[src/rtl/uart_pkg.sv]
// Shared UART constants and byte type, common to the receiver, RX FIFO and TX path.
package uart_pkg;

    localparam int unsigned UART_BYTE_W           = 8;
    localparam int unsigned RXFIFO_DEPTH_LOG2_DEF = 4;
    localparam int unsigned ERR_CNT_W_DEF         = 8;

    typedef logic [UART_BYTE_W-1:0] uartByte_t;

endpackage

[src/rtl/sync_fifo_fwft.sv]
// Single-clock first-word-fall-through FIFO; head entry is visible on rdData
// without a read strobe. Pointers carry one extra bit to tell full from empty.
module sync_fifo_fwft #(
    parameter int unsigned WIDTH      = 8,
    parameter int unsigned DEPTH_LOG2 = 4
) (
    input  logic                  clk,
    input  logic                  reset,
    input  logic                  wrEn,
    input  logic [WIDTH-1:0]      wrData,
    input  logic                  rdEn,
    output logic [WIDTH-1:0]      rdData,
    output logic [DEPTH_LOG2:0]   count,
    output logic                  full,
    output logic                  empty
);

    localparam int unsigned DEPTH = 1 << DEPTH_LOG2;
    localparam int unsigned PTR_W = DEPTH_LOG2 + 1;

    logic [PTR_W-1:0] wrPtr;
    logic [PTR_W-1:0] rdPtr;
    logic [WIDTH-1:0] mem [DEPTH];
    logic             rdFire;
    logic             wrFire;

    // A write into a full FIFO is only legal when a read frees a slot this cycle.
    assign rdFire = rdEn & ~empty;
    assign wrFire = wrEn & (~full | rdFire);

    always_ff @(posedge clk) begin
        if (reset) begin
            wrPtr <= '0;
            rdPtr <= '0;
        end else begin
            if (wrFire) wrPtr <= wrPtr + PTR_W'(1);
            if (rdFire) rdPtr <= rdPtr + PTR_W'(1);
        end
    end

    always_ff @(posedge clk) begin
        if (wrFire) mem[wrPtr[DEPTH_LOG2-1:0]] <= wrData;
    end

    assign count  = wrPtr - rdPtr;
    assign full   = (count == PTR_W'(DEPTH));
    assign empty  = (count == '0);
    assign rdData = mem[rdPtr[DEPTH_LOG2-1:0]];

endmodule

[src/rtl/uart_rx_fifo.sv]
// Receive buffer behind the UART receiver: edge-detects completed frames, queues
// good bytes in a FWFT FIFO, drops and counts error frames, flags overflow.
module uart_rx_fifo
    import uart_pkg::*;
#(
    parameter int unsigned DEPTH_LOG2 = RXFIFO_DEPTH_LOG2_DEF,
    parameter int unsigned ERR_WIDTH  = ERR_CNT_W_DEF
) (
    input  logic                   clk,
    input  logic                   reset,
    input  logic                   rxDone,
    input  logic                   rxErr,
    input  logic [UART_BYTE_W-1:0] rxByte,
    output logic [UART_BYTE_W-1:0] rdData,
    output logic                   rdValid,
    input  logic                   rdReady,
    output logic [DEPTH_LOG2:0]    count,
    output logic                   full,
    output logic                   overflow,
    output logic [ERR_WIDTH-1:0]   errCount,
    input  logic                   clrStatus
);

    logic      donePrev;
    logic      errPrev;
    logic      doneEvt;
    logic      errEvt;
    logic      goodEvt;
    logic      rdFire;
    logic      ovfEvt;
    logic      wrEn;
    logic      empty;
    uartByte_t fifoData;

    assign doneEvt = rxDone & ~donePrev;
    assign errEvt  = rxErr & ~errPrev;
    assign goodEvt = doneEvt & ~rxErr;
    assign rdFire  = rdValid & rdReady;

    // A good byte is lost only when full and no read frees a slot this cycle.
    assign ovfEvt  = goodEvt & full & ~rdFire;
    assign wrEn    = goodEvt & ~ovfEvt & ~reset;
    assign rdValid = ~empty;
    assign rdData  = fifoData;

    sync_fifo_fwft #(
        .WIDTH      (UART_BYTE_W),
        .DEPTH_LOG2 (DEPTH_LOG2)
    ) fifo (
        .clk    (clk),
        .reset  (reset),
        .wrEn   (wrEn),
        .wrData (rxByte),
        .rdEn   (rdReady),
        .rdData (fifoData),
        .count  (count),
        .full   (full),
        .empty  (empty)
    );

    // Edge-detect history resets high so a level already asserted at release is ignored.
    always_ff @(posedge clk) begin
        if (reset) begin
            donePrev <= 1'b1;
            errPrev  <= 1'b1;
        end else begin
            donePrev <= rxDone;
            errPrev  <= rxErr;
        end
    end

    // Status: a coincident set/increment takes priority over clrStatus.
    always_ff @(posedge clk) begin
        if (reset) begin
            overflow <= 1'b0;
            errCount <= '0;
        end else begin
            if (ovfEvt) begin
                overflow <= 1'b1;
            end else if (clrStatus) begin
                overflow <= 1'b0;
            end

            if (errEvt) begin
                if (clrStatus) begin
                    errCount <= ERR_WIDTH'(1);
                end else if (!(&errCount)) begin
                    errCount <= errCount + ERR_WIDTH'(1);
                end
            end else if (clrStatus) begin
                errCount <= '0;
            end
        end
    end

endmodule

[config.mk]
export PLATFORM = sky130hd
export DESIGN_NAME = uart_rx_fifo
export DESIGN_NICKNAME = d
export VERILOG_FILES = /design/src/rtl/uart_pkg.sv /design/src/rtl/sync_fifo_fwft.sv /design/src/rtl/uart_rx_fifo.sv
export SDC_FILE = /design/constraint.sdc
export NUM_CORES = 1
export LEC_CHECK = 0
export ABC_AREA = 0
export BUFFER_PORTS_ARGS = -buffer_cell sky130_fd_sc_hd__buf_2
export CAP_MARGIN = 30
export CORE_MARGIN = 3
export CORE_UTILIZATION = 50
export DETAILED_ROUTE_END_ITERATION = 8
export GPL_TIMING_DRIVEN = 0
export PLACE_DENSITY = 0.68
export SLEW_MARGIN = 20
export SYNTH_ARGS = -nofsm -noshare
export SYNTH_HDL_FRONTEND = slang
export SYNTH_SLANG_ARGS = --single-unit
export TNS_END_PERCENT = 10
[constraint.sdc]
create_clock -name clk -period 4.65 [get_ports clk]
set_input_delay 0.465 -clock clk [delete_from_list [all_inputs] [get_ports clk]]
set_output_delay 0.465 -clock clk [all_outputs]
set_load 0.01 [all_outputs]
=== After elaboration in Yosys (flattened, before gate mapping) ===
Memories as Yosys holds them, arrays and structs flattened. A register that Yosys moved wholly into a read port is not among the register bits.
Index checks and enable logic that the tools add are counted.

* Multiplexer cells: 10
* Reductions and logical operators: 5
* Add/subtract/negate cells: 4
* Bitwise logic cells: 18
* Equal/unequal tests: 2

{| class="wikitable"
|+ Operator list
! kind !! number
|-
| $mux W8 || 4
|-
| $add A5 B1 Y5 const B || 2
|-
| $and A1 B1 Y1 || 9
|-
| $add A8 B1 Y8 const B || 1
|-
| $mux W4 || 2
|-
| $not A1 Y1 || 8
|-
| $reduce_and A8 Y1 || 1
|-
| $eq A5 B5 Y1 const B || 1
|-
| $logic_not A5 Y1 || 1
|-
| $sub A5 B5 Y5 || 1
|-
| $mux W1 || 4
|-
| $reduce_bool A2 Y1 || 2
|-
| $ne A2 B2 Y1 const B || 1
|-
| $reduce_and A2 Y1 || 1
|-
| $or A1 B1 Y1 || 1
|}

* Memories kept: 1
* Register bits: 21
* Logic and storage cells: 46
* Memory bits (writable): 128
* Input bits: 14
* Output and inout bits: 24

{| class="wikitable"
|+ Memory list
! name !! depth !! width !! rd ports !! clocked after Yosys merged registers in !! write ports !! line !! source
|-
| fifo.mem || 16 || 8 || 1 || 1 || 1 || sync_fifo_fwft.sv:23 || <nowiki>logic [WIDTH-1:0] mem [DEPTH];</nowiki>
|}

=== Logic depth before layout (Yosys ltp) ===
* Word-level depth: 12
* Mapped depth: 9
* Gate-level depth less buffers: 8

=== Modules after synthesis ===
A second synthesis with hierarchy kept.

* Cells, all modules: 353
* Area total of the unflattened synthesis: 6346.1 µm²

{| class="wikitable"
|+ By module, submodules not included
! module !! seq. area each (µm²) !! times used !! area an instance (µm²) !! cells an instance
|-
| sync_fifo_fwft || 4124.0 || 1 || 5729.2 || 289
|-
| uart_rx_fifo || 220.2 || 1 || 616.8 || 64
|}

=== Least setup slack after synthesis ===
OpenSTA, ideal clock, no wires.

* Path kind: flip-flop to flip-flop
* From: register fifo.wrPtr[0]
* To: memory fifo.mem[3][0] (enable)
* Data arrival time: 2562 ps
* Buffers on the path: 0
* Library setup time: 383 ps
* Slack: 1704 ps
* Required time: 4267 ps
* Clock period less this slack: 2946 ps
* Cell stages (with the launch flop): 9
* Path through: dfxtp_1 inv_1 ha_1 fa_1 xnor2_2 a211oi_1 nor2_2 o211ai_1 nor3_1

* Cells in the longest elaborated chain, start to end: 12
* Elaborated cells between the ends (all ways): 16
* Classes of those cells: add/sub (1); eq/ne (1); mux (2); bitwise (11); reduce/logical (1)

{| class="wikitable"
|+ Ends and longest elaborated chain
! item !! line !! source
|-
| start: declaration || sync_fifo_fwft.sv:21 || <nowiki>logic [PTR_W-1:0] wrPtr;</nowiki>
|-
| start signal: assignment || sync_fifo_fwft.sv:36 || <nowiki>if (wrFire) wrPtr <= wrPtr + PTR_W'(1);</nowiki>
|-
| $sub A5 B5 Y5 (*) || sync_fifo_fwft.sv:45 || <nowiki>assign count = wrPtr - rdPtr;</nowiki>
|-
| net count[2] || uart_rx_fifo.sv:17 || <nowiki>output logic [DEPTH_LOG2:0] count,</nowiki>
|-
| $logic_not A5 Y1 || sync_fifo_fwft.sv:47 || <nowiki>assign empty = (count == '0);</nowiki>
|-
| $not A1 Y1 || sync_fifo_fwft.sv:28, uart_rx_fifo.sv:43 ||
|-
| $and A1 B1 Y1 || sync_fifo_fwft.sv:28, uart_rx_fifo.sv:38 ||
|-
| $not A1 Y1 || uart_rx_fifo.sv:41 || <nowiki>assign ovfEvt = goodEvt & full & ~rdFire;</nowiki>
|-
| $and A1 B1 Y1 || uart_rx_fifo.sv:41 ||
|-
| $not A1 Y1 || uart_rx_fifo.sv:42 || <nowiki>assign wrEn = goodEvt & ~ovfEvt & ~reset;</nowiki>
|-
| $and A1 B1 Y1 (2 in a row) || uart_rx_fifo.sv:42 ||
|-
| $and A1 B1 Y1 (*) || sync_fifo_fwft.sv:29 || <nowiki>assign wrFire = wrEn & (~full | rdFire);</nowiki>
|-
| $mux W1 (*) || sync_fifo_fwft.sv:42 || <nowiki>if (wrFire) mem[wrPtr[DEPTH_LOG2-1:0]] <= wrData;</nowiki>
|-
| $mux W1 (not written as such) (*) || sync_fifo_fwft.sv:42 ||
|-
| end: declaration || sync_fifo_fwft.sv:23 ||
|}

The timed path passes the listed nets; every way through them passes the cells marked *.

=== Worst setup path in the final report ===
* From: register fifo.wrPtr[0]
* To: memory fifo.mem[7][4] (enable)

* Cells in the longest elaborated chain, start to end: 12
* Elaborated cells between the ends (all ways): 16
* Classes of those cells: add/sub (1); eq/ne (1); mux (2); bitwise (11); reduce/logical (1)

{| class="wikitable"
|+ Ends and longest elaborated chain
! item !! line
|-
| $sub A5 B5 Y5 || sync_fifo_fwft.sv:45
|-
| $logic_not A5 Y1 || sync_fifo_fwft.sv:47
|-
| $not A1 Y1 || sync_fifo_fwft.sv:28, uart_rx_fifo.sv:43
|-
| $and A1 B1 Y1 || sync_fifo_fwft.sv:28, uart_rx_fifo.sv:38
|-
| $not A1 Y1 || uart_rx_fifo.sv:41
|-
| $and A1 B1 Y1 || uart_rx_fifo.sv:41
|-
| $not A1 Y1 || uart_rx_fifo.sv:42
|-
| $and A1 B1 Y1 (2 in a row) || uart_rx_fifo.sv:42
|-
| $and A1 B1 Y1 || sync_fifo_fwft.sv:29
|-
| $mux W1 || sync_fifo_fwft.sv:42
|-
| $mux W1 (not written as such) || sync_fifo_fwft.sv:42
|}

Several ways; a longest one is shown, not always the timed one.

==> summary.txt <==
Place
  • Placer Congestion: 0.800
  • Port Buf Inserts: 37
  • Final HPWL DP: 7.81 mm
  • Placed insts: 553

Clock network
  • Root buffer cell: clkbuf_16
  • Latest clock arrival within the worst-skew pair: 410 ps
  • H-tree depth: 4
  • Sink Count: 153
  • Worst-path clk slew: 60 ps
  • Post-cts sizing count: 0
  • Setup bufs post-CTS: 0
  • CTS Buffer Depth: 2
  • CTS Buf Count: 17
  • TritonCTS clock tree: done
  • Post-CTS Hold Fix Bufs: 0

Synthesis
  • Netlist cell types: 49
  • Synth Flop Type: edfxtp_1
  • Top cells by area, synth: edfxtp_1, mux4_2, dfxtp_1
  • Post-synth EDFFs: 128
  • Syn. warnings: 0
  • Syn Area/Cell: 18.2 um^2
  • Asr flop ratio synth: 0%
  • Sequential area share after synthesis: 68.4%
  • Post-synthesis net count: 373
  • Gate Count Post-Synth: 348
  • Post-synth top area share: 60.6%
  • Synth area leader: edfxtp_1
  • Synth Register Bits: 153
  • Synthesized area: 6350 um^2

Finish
  • Syn-to-layout area delta: 14.8%
  • Layout cells sized above 1: 30.3%
  • Final design utilization: 59.7%
  • Antenna Cells: 0
  • Final std cells w/o fill: 584
  • Final net count: 429

STA
  • Fin crit share: 71.1%
  • WHS: 245 ps
  • RSZ-0062 raised after global routing: no
  • FMAX: 303 MHz
  • Fin Setup TNS: 0 ps
  • Setup Viol. Count Final: 0
  • Slew HR: 43.3%
  • Slew at the pin closest to its max-slew limit: 849 ps
  • Crit path time final: 3310 ps
  • Final Max Tran Viols: 0
  • Final Hold Viols: 0
  • Clk_skew: 6.73 ps

Power and ir drop
  • Peak supply drop: 0.413 mV
  • PD cells: 504 nW/um^2
  • LEAKAGE: 2.51 nW

Global routing
  • GR Util All Layers: 18.1%
  • First-pass GRT wire length: 18.8 mm
  • Largest net degree at the start of global routing: 17
  • Initial antenna violation count: 0
  • Vias in the first global route: 3423
  • GRT overflow: 0

Setup path
  • Worst endpoint data arrival time: 3340 ps
  • Crit Path Class: register to register
  • CP required: 4690 ps
  • Worst Path Max Fanout: 8
  • Reg2Reg Depth: 8
  • Worst setup EP type: register
  • Worst Setup Start Kind: register

Flow run
  • Max-cap viol count: 0

Detailed routing
  • Drt first pass iters: 4
  • DRT iter0 DRCs: 194
  • Routed Antenna Nets: 0
  • Total wire length: 11.4 mm
  • Vias: 3148
  • Wire per inst: 19.5 um
  • DRC violations left: 0
  • Via density: 5.39

Die
  • Chip Width: 119 um
  • I/O pins: 38
  • Starting Density: 52.0%
  • CORE AREA: 12200 um^2
  • Full die area: 14100 um^2
  • Die height: 119 um
  • Num rows: 40

Worst hold path
  • Min-Delay Path Class: primary input to register
  • Hold Path Depth: 2

Run status
  • Status: complete, no violations
## layout by cell type (no fill, tap or decap), types with 2 or more instances in the layout
cell and n:
or2_2 3, nand2_1 7, o211ai_1 3, buf_1 5
nand3_1 3, xor2_1 4, buf_2 38, nor2b_1 6
buf_4 3, mux2i_1 6, dfxtp_1 25, nand3b_1 2
edfxtp_1 128, clkinv_1 7, mux2_2 4, bufinv_16 2
and3_1 15, nand4_1 4, o21ai_0 5, nor2_1 20
nand2b_1 7, inv_1 11, mux4_2 40, clkbuf_1 3
xnor2_2 2, clkinv_2 4, clkbuf_16 17, a211oi_1 2
ha_1 10, a21oi_1 5
## routing by layer
layer  track usage [%]  wire length (um)  vias to the layer above
li1                  -                 -                     1490
met2              30.3              6040                       58
met4              6.73               173                        0
met3              4.83               409                       14
met1              22.6              4790                     1586
met5                 0                 0                        -
## per-stage QoR
step,power [mW],worst slack (ps),instance area (um^2)
CTS,3.73,1310,7290
detailed placement,2.46,1330,6750
finish,3.67,1340,7290
global placement,2.46,1030,6740
global route,3.85,1070,7290
floorplan,2.21,1700,6350
## synth_stat cells, drive strengths merged (2+ instances only)
cell and n:
edfxtp 128, nand3b 2, a21oi 5, a211oi 2, buf 10, o21ai 5
and3 15, nand4 4, clkbuf 3, nor3 2, o21a 2, nand2b 7
xor2 5, o211ai 3, inv 11, mux2 6, nor2b 6, nor2 21
mux2i 6, nand2 7, mux4 40, nand3 3, or3b 2, ha 10
or2 5, xnor2 3, dfxtp 25
## state kept, by name, indices dropped and copies added, names as in the netlist, named ones only
name,flops
fifo.rdPtr,5
fifo.mem,128
errPrev,1
overflow,1
errCount,8
fifo.wrPtr,5
donePrev,1
## power by group
group          total (mW)  leakage, nW  switching [mW]  internal [mW]
Clock                1.26        0.265           0.489          0.767
Combinational       0.892        0.895           0.452          0.440
Sequential           1.53         1.35          0.0233           1.50
## final cells by class
type | count | area [um^2]
repair buffers | 37 | 185
clock buffers | 17 | 425
multi-input cells | 171 | 1900
inverters | 11 | 41.3
fillers | 940 | 4920
flip-flops and latches | 153 | 4340
well taps | 168 | 210
plain buffers | 13 | 68.8
clock inverters | 14 | 114
## critical path, cell delays in order, from the launching register on
cell and delay (ps):
dfxtp_1 440, inv_1 130, ha_1 220, fa_1 430
xnor2_2 280, a211oi_1 110, nor2_2 350, o211ai_1 260
nor2b_1 720
## kinds of logic (layout without fill, tap and decap cells)
logic type / Yosys count / count (layout) / share of synthesized area, %
XOR/XNOR: 8 / 8 / 1.46
AO/OA/AOI/OAI: 22 / 22 / 2.82
flip-flops: 153 / 153 / 68.4
adder cells (fa/ha/maj): 11 / 11 / 2.29
multiplexers: 52 / 52 / 16.3
buffers and inverters: 24 / 92 / 1.73
AND/OR/NAND/NOR: 78 / 78 / 7.00
## worst paths after layout
| path | start | end | slack [ps] |
|---|---|---|---|
| min reg2reg | overflow$_SDFFE_PP0P_ | overflow$_SDFFE_PP0P_ | 470 |
| min | rxDone | donePrev$_SDFF_PP1_ | 240 |
| max | fifo.wrPtr[0]$_SDFFE_PP0P_ | fifo.mem[7][4]$_DFFE_PP_ | 1340 |
| max reg2reg | fifo.wrPtr[0]$_SDFFE_PP0P_ | fifo.mem[7][4]$_DFFE_PP_ | 1340 |
(Power assumes the default switching activity.)
